## src/rtl/bomb_pkg.sv

```systemverilog
// Shared definitions for the bomb puzzle modules: state encodings and the
// version-to-target wire table.
package bomb_pkg;

  localparam int unsigned NUM_WIRES_DEF = 6;
  localparam int unsigned STATE_W       = 2;
  localparam int unsigned VIS_W         = 2;

  localparam logic [1:0] ST_IDLE    = 2'b00;
  localparam logic [1:0] ST_SETUP   = 2'b01;
  localparam logic [1:0] ST_ARMED   = 2'b10;
  localparam logic [1:0] ST_DEFUSED = 2'b11;

  // Wire that must be cut to defuse, selected by the latched puzzle version
  function automatic int unsigned target_idx(input logic [1:0] ver,
                                             input int unsigned num_wires);
    int unsigned idx;
    case (ver)
      2'd0:    idx = 2;
      2'd1:    idx = 0;
      2'd2:    idx = num_wires - 1;
      default: idx = 3;
    endcase
    return idx;
  endfunction

endpackage

```

## src/rtl/wire_debounce.sv

```systemverilog
// One wire: two-flop synchronizer followed by a stable-count debouncer.
// o_fall pulses for one cycle when the debounced level goes 1 -> 0.
module wire_debounce
  import bomb_pkg::*;
#(
  parameter int unsigned DEBOUNCE_CYCLES = 270000
) (
  input  logic clk,
  input  logic rst_n,
  input  logic i_raw,
  output logic o_level,
  output logic o_fall
);

  localparam int unsigned CNT_W = (DEBOUNCE_CYCLES > 1) ? $clog2(DEBOUNCE_CYCLES + 1) : 1;

  logic             r_sync1;
  logic             r_sync2;
  logic             r_level;
  logic             r_fall;
  logic [CNT_W-1:0] r_cnt;
  logic             w_accept;

  // Accept the new level on the DEBOUNCE_CYCLES-th consecutive differing sample
  assign w_accept = (r_sync2 != r_level) && (r_cnt == CNT_W'(DEBOUNCE_CYCLES - 1));

  always_ff @(posedge clk or negedge rst_n) begin
    if (!rst_n) begin
      r_sync1 <= 1'b1;
      r_sync2 <= 1'b1;
      r_level <= 1'b1;
      r_fall  <= 1'b0;
      r_cnt   <= '0;
    end else begin
      r_sync1 <= i_raw;
      r_sync2 <= r_sync1;
      r_fall  <= w_accept && r_level;
      if (r_sync2 == r_level) begin
        r_cnt <= '0;
      end else if (w_accept) begin
        r_level <= r_sync2;
        r_cnt   <= '0;
      end else begin
        r_cnt <= r_cnt + CNT_W'(1);
      end
    end
  end

  assign o_level = r_level;
  assign o_fall  = r_fall;

endmodule

```

## src/rtl/wires_module.sv

```systemverilog
// Wires puzzle: debounces each wire, arms once all wires are intact, then
// defuses on a lone cut of the version's target wire and strikes on wrong cuts.
module wires_module
  import bomb_pkg::*;
#(
  parameter int unsigned NUM_WIRES       = NUM_WIRES_DEF,
  parameter int unsigned DEBOUNCE_CYCLES = 270000
) (
  input  logic                 clock,
  input  logic                 reset,
  input  logic                 enable,
  input  logic [7:0]           seed,
  input  logic [NUM_WIRES-1:0] wires_in,
  output logic [VIS_W-1:0]     module_visuals,
  output logic [STATE_W-1:0]   module_state,
  output logic                 ready,
  output logic                 module_defused,
  output logic                 strike
);

  logic [NUM_WIRES-1:0] w_level;
  logic [NUM_WIRES-1:0] w_fall;
  logic [NUM_WIRES-1:0] w_tmask;
  logic                 w_wrong;
  logic                 w_tgt;
  logic                 w_en_rise;
  logic                 w_unused_seed;
  int unsigned          w_tidx;

  logic [1:0] r_state, w_state_nxt;
  logic [1:0] r_vis, w_vis_nxt;
  logic       r_tcut, w_tcut_nxt;
  logic       r_strike, w_strike_nxt;
  logic       r_ready, w_ready_nxt;
  logic       r_defused, w_defused_nxt;
  logic       r_en_prev;
  logic       r_en_valid;

  for (genvar g = 0; g < NUM_WIRES; g++) begin : g_wire
    wire_debounce #(.DEBOUNCE_CYCLES(DEBOUNCE_CYCLES)) u_deb (
      .clk     (clock),
      .rst_n   (reset),
      .i_raw   (wires_in[g]),
      .o_level (w_level[g]),
      .o_fall  (w_fall[g])
    );
  end

  assign w_unused_seed = ^seed[7:2];
  assign w_tidx  = target_idx(r_vis, NUM_WIRES);
  assign w_tmask = (w_tidx < NUM_WIRES) ? (NUM_WIRES'(1) << w_tidx) : '0;
  assign w_wrong = |(w_fall & ~w_tmask);
  assign w_tgt   = |(w_fall & w_tmask);
  // r_en_valid masks the first post-reset sample so a held-high enable is not a rise
  assign w_en_rise = enable && !r_en_prev && r_en_valid;

  always_ff @(posedge clock or negedge reset) begin
    if (!reset) begin
      r_state    <= ST_IDLE;
      r_vis      <= '0;
      r_tcut     <= 1'b0;
      r_strike   <= 1'b0;
      r_ready    <= 1'b0;
      r_defused  <= 1'b0;
      r_en_prev  <= 1'b0;
      r_en_valid <= 1'b0;
    end else begin
      r_state    <= w_state_nxt;
      r_vis      <= w_vis_nxt;
      r_tcut     <= w_tcut_nxt;
      r_strike   <= w_strike_nxt;
      r_ready    <= w_ready_nxt;
      r_defused  <= w_defused_nxt;
      r_en_prev  <= enable;
      r_en_valid <= 1'b1;
    end
  end

  always_comb begin
    w_state_nxt  = r_state;
    w_vis_nxt    = r_vis;
    w_tcut_nxt   = r_tcut;
    w_strike_nxt = 1'b0;
    if (!enable) begin
      w_state_nxt = ST_IDLE;
      w_tcut_nxt  = 1'b0;
    end else begin
      case (r_state)
        ST_IDLE: begin
          if (w_en_rise) begin
            w_state_nxt = ST_SETUP;
            w_vis_nxt   = seed[1:0];
            w_tcut_nxt  = 1'b0;
          end
        end
        ST_SETUP: begin
          if (&w_level) w_state_nxt = ST_ARMED;
        end
        ST_ARMED: begin
          // Once the target went down alongside a wrong cut, defuse is no longer possible
          if (w_wrong) w_strike_nxt = 1'b1;
          if (w_tgt)   w_tcut_nxt   = 1'b1;
          if (w_tgt && !w_wrong && !r_tcut) w_state_nxt = ST_DEFUSED;
        end
        default: ;
      endcase
    end
    w_ready_nxt   = (w_state_nxt == ST_ARMED) || (w_state_nxt == ST_DEFUSED);
    w_defused_nxt = (w_state_nxt == ST_DEFUSED);
  end

  assign module_visuals = r_vis;
  assign module_state   = r_state;
  assign ready          = r_ready;
  assign module_defused = r_defused;
  assign strike         = r_strike;

endmodule
```

## config.mk

```make
export PLATFORM = sky130hd
export DESIGN_NAME = wires_module
export DESIGN_NICKNAME = d
export VERILOG_FILES = /design/src/rtl/bomb_pkg.sv /design/src/rtl/wire_debounce.sv /design/src/rtl/wires_module.sv
export SDC_FILE = /design/constraint.sdc
export NUM_CORES = 1
export LEC_CHECK = 0
export ABC_AREA = 0
export CORE_ASPECT_RATIO = 1.1
export CORE_MARGIN = 2
export CORE_UTILIZATION = 33
export CTS_CLUSTER_DIAMETER = 60
export CTS_CLUSTER_SIZE = 24
export DETAILED_ROUTE_END_ITERATION = 7
export GPL_TIMING_DRIVEN = 0
export PLACE_DENSITY = 0.57
export SETUP_SLACK_MARGIN = 0.15
export SLEW_MARGIN = 20
export SYNTH_ARGS = -nofsm -noshare
export SYNTH_HDL_FRONTEND = slang
export SYNTH_HIERARCHICAL = 1
export SYNTH_SLANG_ARGS = --single-unit
```

## constraint.sdc

```tcl
create_clock -name clock -period 3.65 [get_ports clock]
set_input_delay 0.365 -clock clock [delete_from_list [all_inputs] [get_ports clock]]
set_output_delay 0.365 -clock clock [all_outputs]
set_load 0.01 [all_outputs]
```

# After elaboration in Yosys (flattened, before gate mapping)
# Index checks and enable logic that the tools add are counted.
dict set report op_classes {
  addsub 6
  order_cmp 1
  eq_ne 27
  n_shift 1
  n_mux 26
  bitwise 9
  reduce_logical 33
}
# op n
set op_table {}
lappend op_table {{$mux 19} 12}
lappend op_table {{$add 19x1->19 const B} 6}
lappend op_table {{$eq 19x19->1 const B} 6}
lappend op_table {{$lt 32x3->1 const B} 1}
lappend op_table {{$shl 1x32->6 const A} 1}
lappend op_table {{$logic_and 1x1->1} 16}
lappend op_table {{$and 6x6->6} 2}
lappend op_table {{$reduce_and 2->1} 6}
lappend op_table {{$reduce_or 6->1} 2}
lappend op_table {{$pmux 3 s3} 1}
lappend op_table {{$eq 2x2->1 const B} 4}
lappend op_table {{$mux 2} 4}
lappend op_table {{$eq 1x1->1} 6}
lappend op_table {{$mux 1} 6}
lappend op_table {{$mux 6} 1}
lappend op_table {{$ne 1x1->1} 6}
lappend op_table {{$ne 3x3->1 const B} 2}
lappend op_table {{$not 1->1} 6}
lappend op_table {{$not 6->6} 1}
lappend op_table {{$pmux 2 s3} 1}
lappend op_table {{$reduce_and 3->1} 2}
lappend op_table {{$reduce_and 6->1} 1}
lappend op_table {{$eq 2x1->1 const B} 2}
lappend op_table {{$logic_not 2->1} 2}
lappend op_table {{4 further kinds} 6}
dict set report totals {
  ff_bits 148
  out_inout_bits 7
  word_cells 141
}

# Longest topological paths before layout
dict set report depth {
  ltp_word 15
  mapped_depth 7
}

# Hierarchy
# The synthesis kept the hierarchy.
# module instances cells_per_inst area_each_um2 seq_area_each_um2
set by_module_without_submodules {}
lappend by_module_without_submodules {wire_debounce 6 107 1164.9 579.3}
lappend by_module_without_submodules {wires_module 1 54 546.8 250.2}

# Least setup slack after synthesis
# Ideal clock, no wire load.
dict set report synth_timing {
  path_kind {register to register}
  start {reg r_vis[0], in the netlist module_visuals[0]}
  end {reg r_defused, in the netlist module_defused}
  setup_ps 73
  arrival_time_ps 1545
  setup_slack_ps 2033
  stages_incl_launch_ff 8
  cell_sequence {dfrtp_1 inv_1 ha_1 nand3_1 o22ai_1 o21ai_1 o311a_1 nor2b_1}
}
dict set report synth_via {
  elab_chain_cells 14
  word_cells_on_any_way 19
  cone_classes {1 x order compare; 3 x eq/ne; 1 x shift; 5 x mux; 3 x bitwise; 6 x reduce/logical}
}
# item line
set synth_rtl {}
lappend synth_rtl {{start: declaration} wires_module.sv:31} ;# logic [1:0] r_vis, w_vis_nxt;
lappend synth_rtl {{start signal: assignment} wires_module.sv:69} ;# r_vis <= w_vis_nxt;
lappend synth_rtl {{$eq 2x2->1 (tied with other cells)} bomb_pkg.sv:18} ;# case (ver)
lappend synth_rtl {{$pmux 3 s3 (*)} bomb_pkg.sv:18}
lappend synth_rtl {{$lt 32x3->1 / $shl 1x32->6 (equally long branches)} wires_module.sv:51} ;# assign w_tmask = (w_tidx < NUM_WIRES) ? (NUM_WIRES'(1) << w_tidx) : '0;
lappend synth_rtl {{$mux 6 (*)} wires_module.sv:51}
lappend synth_rtl {{$not 6->6} wires_module.sv:52} ;# assign w_wrong = |(w_fall & ~w_tmask);
lappend synth_rtl {{$and 6x6->6} wires_module.sv:52}
lappend synth_rtl {{$reduce_or 6->1} wires_module.sv:52}
lappend synth_rtl {{$logic_not 1->1} wires_module.sv:103} ;# if (w_tgt && !w_wrong && !r_tcut) w_state_nxt = ST_DEFUSED;
lappend synth_rtl {{$logic_and 1x1->1 (*) (2 in series)} wires_module.sv:103}
lappend synth_rtl {{$mux 2 (*)} wires_module.sv:103}
lappend synth_rtl {{$pmux 2 s3 (*)} wires_module.sv:88} ;# case (r_state)
lappend synth_rtl {{$mux 2 (*)} wires_module.sv:84} ;# if (!enable) begin
lappend synth_rtl {{$eq 2x2->1 (*)} wires_module.sv:109} ;# w_defused_nxt = (w_state_nxt == ST_DEFUSED);
lappend synth_rtl {{net w_defused_nxt} wires_module.sv:35} ;# logic r_defused, w_defused_nxt;
lappend synth_rtl {{end signal: assignment} wires_module.sv:73} ;# r_defused <= w_defused_nxt;
lappend synth_rtl {{end: declaration} wires_module.sv:35}
# Mark *: on every way through the listed nets, which the timed path passes. The rest lies on a longest branch.
# A chain may end at the register's enable or synchronous reset.

# Worst setup path after layout
dict set report layout_timing {
  start {reg r_vis[1], in the netlist module_visuals[1]}
  end {out module_visuals[1]}
}
# item line
set layout_lines {}
lappend layout_lines {{end: declaration} wires_module.sv:14} ;# output logic [VIS_W-1:0] module_visuals,
# No word-level cell between the ends.

==> insert_results.sql <==
INSERT INTO impl_metrics (metric_group, metric, value, unit) VALUES
('run_status', 'run_status', 'completed', ''),
('floorplan', 'initial_utilization', '0.3328', ''),
('setup_path', 'startpoint_type', 'register', ''),
('setup_path', 'critical_path.slowest_cell', 'sky130_fd_sc_hd__clkdlybuf4s50_1', ''),
('cells_and_area', 'mostFrequentLayoutCell', 'sky130_fd_sc_hd__dfrtp_1', ''),
('clock_tree', 'cts_tree', 'built', ''),
('yosys', 'yosys_warnings', '6', ''),
('setup_path', 'timing.critical_path.cells', 'clkdlybuf4s50_1', ''),
('clock_tree', 'h_tree_depth', '4', ''),
('job', 'drv.max_cap_violation_count', '0', ''),
('placement', 'finalWeightedCongestion', '0.7965', ''),
('sta', 'timing.clock.skew', '0.005574', 'ns'),
('sta', 'rsz0062_at_grt', 'false', ''),
('min_path', 'timing.hold.worst.class', 'in -> reg', ''),
('yosys', 'syn-num-nets', '725', ''),
('clock_tree', 'tritoncts_num_sinks', '148', ''),
('setup_path', 'critical_path_peak_fanout', '6', ''),
('drt', 'routed_wirelength', '14650', 'um'),
('power_and_ir_drop', 'totalPowerFinal', '3.782', 'mW'),
('setup_path', 'cp.arrival', '1.50', 'ns'),
('clock_tree', 'postCtsSetupRepairBufs', '0', ''),
('floorplan', 'chipHeight', '162.5', 'um'),
('cells_and_area', 'layout-drive-gt1-share', '0.1406', ''),
('sta', 'fin_tns_setup', '0', 'ns'),
('setup_path', 'critical_path.top_delay_family', 'buffers and inverters', ''),
('yosys', 'yosys_register_bits', '148', ''),
('grt', 'grt_pass1_vias', '5284', ''),
('placement', 'placement.cell_area', '8114', 'um^2'),
('drt', 'ant_nets', '0', ''),
('yosys', 'synth.lib_cells_used.distinct', '39', ''),
('cells_and_area', 'diodes', '0', ''),
('setup_path', 'critPathRequiredTime', '3.28', 'ns'),
('sta', 'final-hold-violation-count', '0', ''),
('sta', 'fmax', '535.3', 'MHz'),
('setup_path', 'delay_contributed_by_the_slowest_stage_of_the_critical_path', '0.60', 'ns'),
('placement', 'dp.cells', '1014', ''),
('sta', 'layout_worst_path_cycle_share', '0.5118', ''),
('clock_tree', 'cts_buffers', '17', ''),
('drt', 'num_vias', '5267', ''),
('grt', 'grt_first_pass_wirelength', '25740', 'um'),
('drt', 'vias_per_cell', '5.031', ''),
('clock_tree', 'cts.path.max_buffers', '2', ''),
('drt', 'routed_wire_length_per_instance', '14.00', 'um'),
('floorplan', 'rows', '58', ''),
('grt', 'largest_net_degree_at_the_start_of_global_routing', '88', ''),
('placement', 'pre_cts_ws', '1.715', 'ns'),
('sta', 'setup_viol_count_final', '0', ''),
('yosys', 'synthesis.instances', '696', ''),
('yosys', 'postSynthAreaPerCell', '10.83', 'um^2'),
('drt', 'drt_first_iter_violations', '217', ''),
('sta', 'drv_slew', '0', ''),
('floorplan', 'die_w', '148.1', 'um'),
('cells_and_area', 'stdcell_area', '8763', 'um^2'),
('setup_path', 'setup.worst_path.end_class', 'output pin', ''),
('cells_and_area', 'final_cells', '1047', ''),
('sta', 'min_period', '1.868', 'ns'),
('cells_and_area', 'area_growth', '16.29', '%'),
('cells_and_area', 'nFillCells', '2233', ''),
('clock_tree', 'cts_hold_buffers', '1', ''),
('yosys', 'register_area_share_after_synthesis', '0.4944', ''),
('power_and_ir_drop', 'power_per_standard_cell_area', '431.6', 'nW/um^2'),
('cells_and_area', 'fin_util', '0.3870', ''),
('sta', 'whs', '0.3412', 'ns'),
('clock_tree', 'ctsRootBufferMaster', 'sky130_fd_sc_hd__clkbuf_16', ''),
('drt', 'drc', '0', ''),
('floorplan', 'design.core.area', '22640', 'um^2'),
('sta', 'worst_slack', '1.782', 'ns'),
('grt', 'grt_usage', '0.1321', ''),
('floorplan', 'die_area', '24060', 'um^2'),
('cells_and_area', 'layout_common_cells', 'sky130_fd_sc_hd__dfrtp_1 (130), sky130_fd_sc_hd__nor2_1 (115), sky130_fd_sc_hd__nand3_1 (62)', ''),
('drt', 'first_pass_iters', '4', '');
## registers in the layout (all words and copies together) (netlist names)
register and flops:
r_en_prev 1, ready 1, r_tcut 1, g_wire.u_deb/r_cnt 114, strike 1, module_visuals 2, module_state 2, r_en_valid 1
g_wire.u_deb/o_level 6, module_defused 1, g_wire.u_deb/r_sync1 6, g_wire.u_deb/o_fall 6, g_wire.u_deb/r_sync2 6
## power breakdown
group          internal, mW  switching, mW  total, mW
Clock                  1.21          0.689       1.90
Combinational        0.0653         0.0961      0.161
Sequential             1.68         0.0419       1.72
## worst paths after layout
path,start,to,slack [ns],depth (start not counted)
setup / recovery,module_visuals[1]$_DFFE_PN0P_,module_visuals[1],1.78,1
hold / removal,wires_in[3],g_wire[3].u_deb/r_sync1$_DFF_PN1_,0.34,1
setup reg to reg,g_wire[3].u_deb/r_cnt[13]$_DFF_PN0_,g_wire[3].u_deb/r_cnt[11]$_DFF_PN0_,1.79,5
hold reg to reg,g_wire[5].u_deb/r_sync1$_DFF_PN1_,g_wire[5].u_deb/r_sync2$_DFF_PN1_,0.36,0
max in group asynchronous,reset,g_wire[4].u_deb/r_sync1$_DFF_PN1_,2.40,3
min in group asynchronous,reset,g_wire[0].u_deb/r_cnt[17]$_DFF_PN0_,0.46,2
## logic make-up after synthesis
| logic type | Yosys count | share of synthesized area |
|---|---|---|
| compound gates | 52 | 0.05097 |
| xor+xnor | 90 | 0.1046 |
| fa+ha+maj | 12 | 0.01992 |
| buf+inv | 12 | 0.01195 |
| flops | 148 | 0.4944 |
| mux | 8 | 0.01195 |
| other cells | 1 | 0.0004976 |
| simple gates | 373 | 0.3057 |
## synthesized netlist by cell type (7+ instances only)
cell type / n / area, um^2
sky130_fd_sc_hd__a21oi_1: 19 / 95.09
sky130_fd_sc_hd__and4_1: 12 / 105.1
sky130_fd_sc_hd__and4_4: 12 / 135.1
sky130_fd_sc_hd__dfrtp_1: 130 / 3253
sky130_fd_sc_hd__dfstp_2: 18 / 473.0
sky130_fd_sc_hd__ha_1: 12 / 150.1
sky130_fd_sc_hd__nand2_1: 38 / 142.6
sky130_fd_sc_hd__nand3_1: 62 / 310.3
sky130_fd_sc_hd__nand4_1: 42 / 262.8
sky130_fd_sc_hd__nand4_4: 12 / 255.2
sky130_fd_sc_hd__nor2_1: 115 / 431.7
sky130_fd_sc_hd__nor3_1: 7 / 35.03
sky130_fd_sc_hd__nor4_1: 18 / 112.6
sky130_fd_sc_hd__o21ai_0: 18 / 90.09
sky130_fd_sc_hd__or3_1: 18 / 112.6
sky130_fd_sc_hd__xnor2_1: 42 / 367.9
sky130_fd_sc_hd__xor2_1: 48 / 420.4
## metal layers
layer  part of all wire  up-vias  global-route usage
met5                  0        -                   0
met4              0.018        0             0.05281
met3              0.025       21             0.02913
met2               0.48       45              0.2176
met1               0.47     2599              0.1692
li1                   -     2602                   -
## area by class of cell
type	instances	area [um^2]	share of cell area
Buffer	6	67.56	0.007710
Clock buffer	19	432.9	0.04940
Clock inverter	13	206.4	0.02356
Inverter	6	22.52	0.002570
Multi-Input combinational cell	536	3720	0.4245
Sequential cell	148	3726	0.4252
Tap cell	300	375.4	0.04283
Timing Repair Buffer	19	212.7	0.02427
Note: power is estimated with default switching activity, not from simulation.
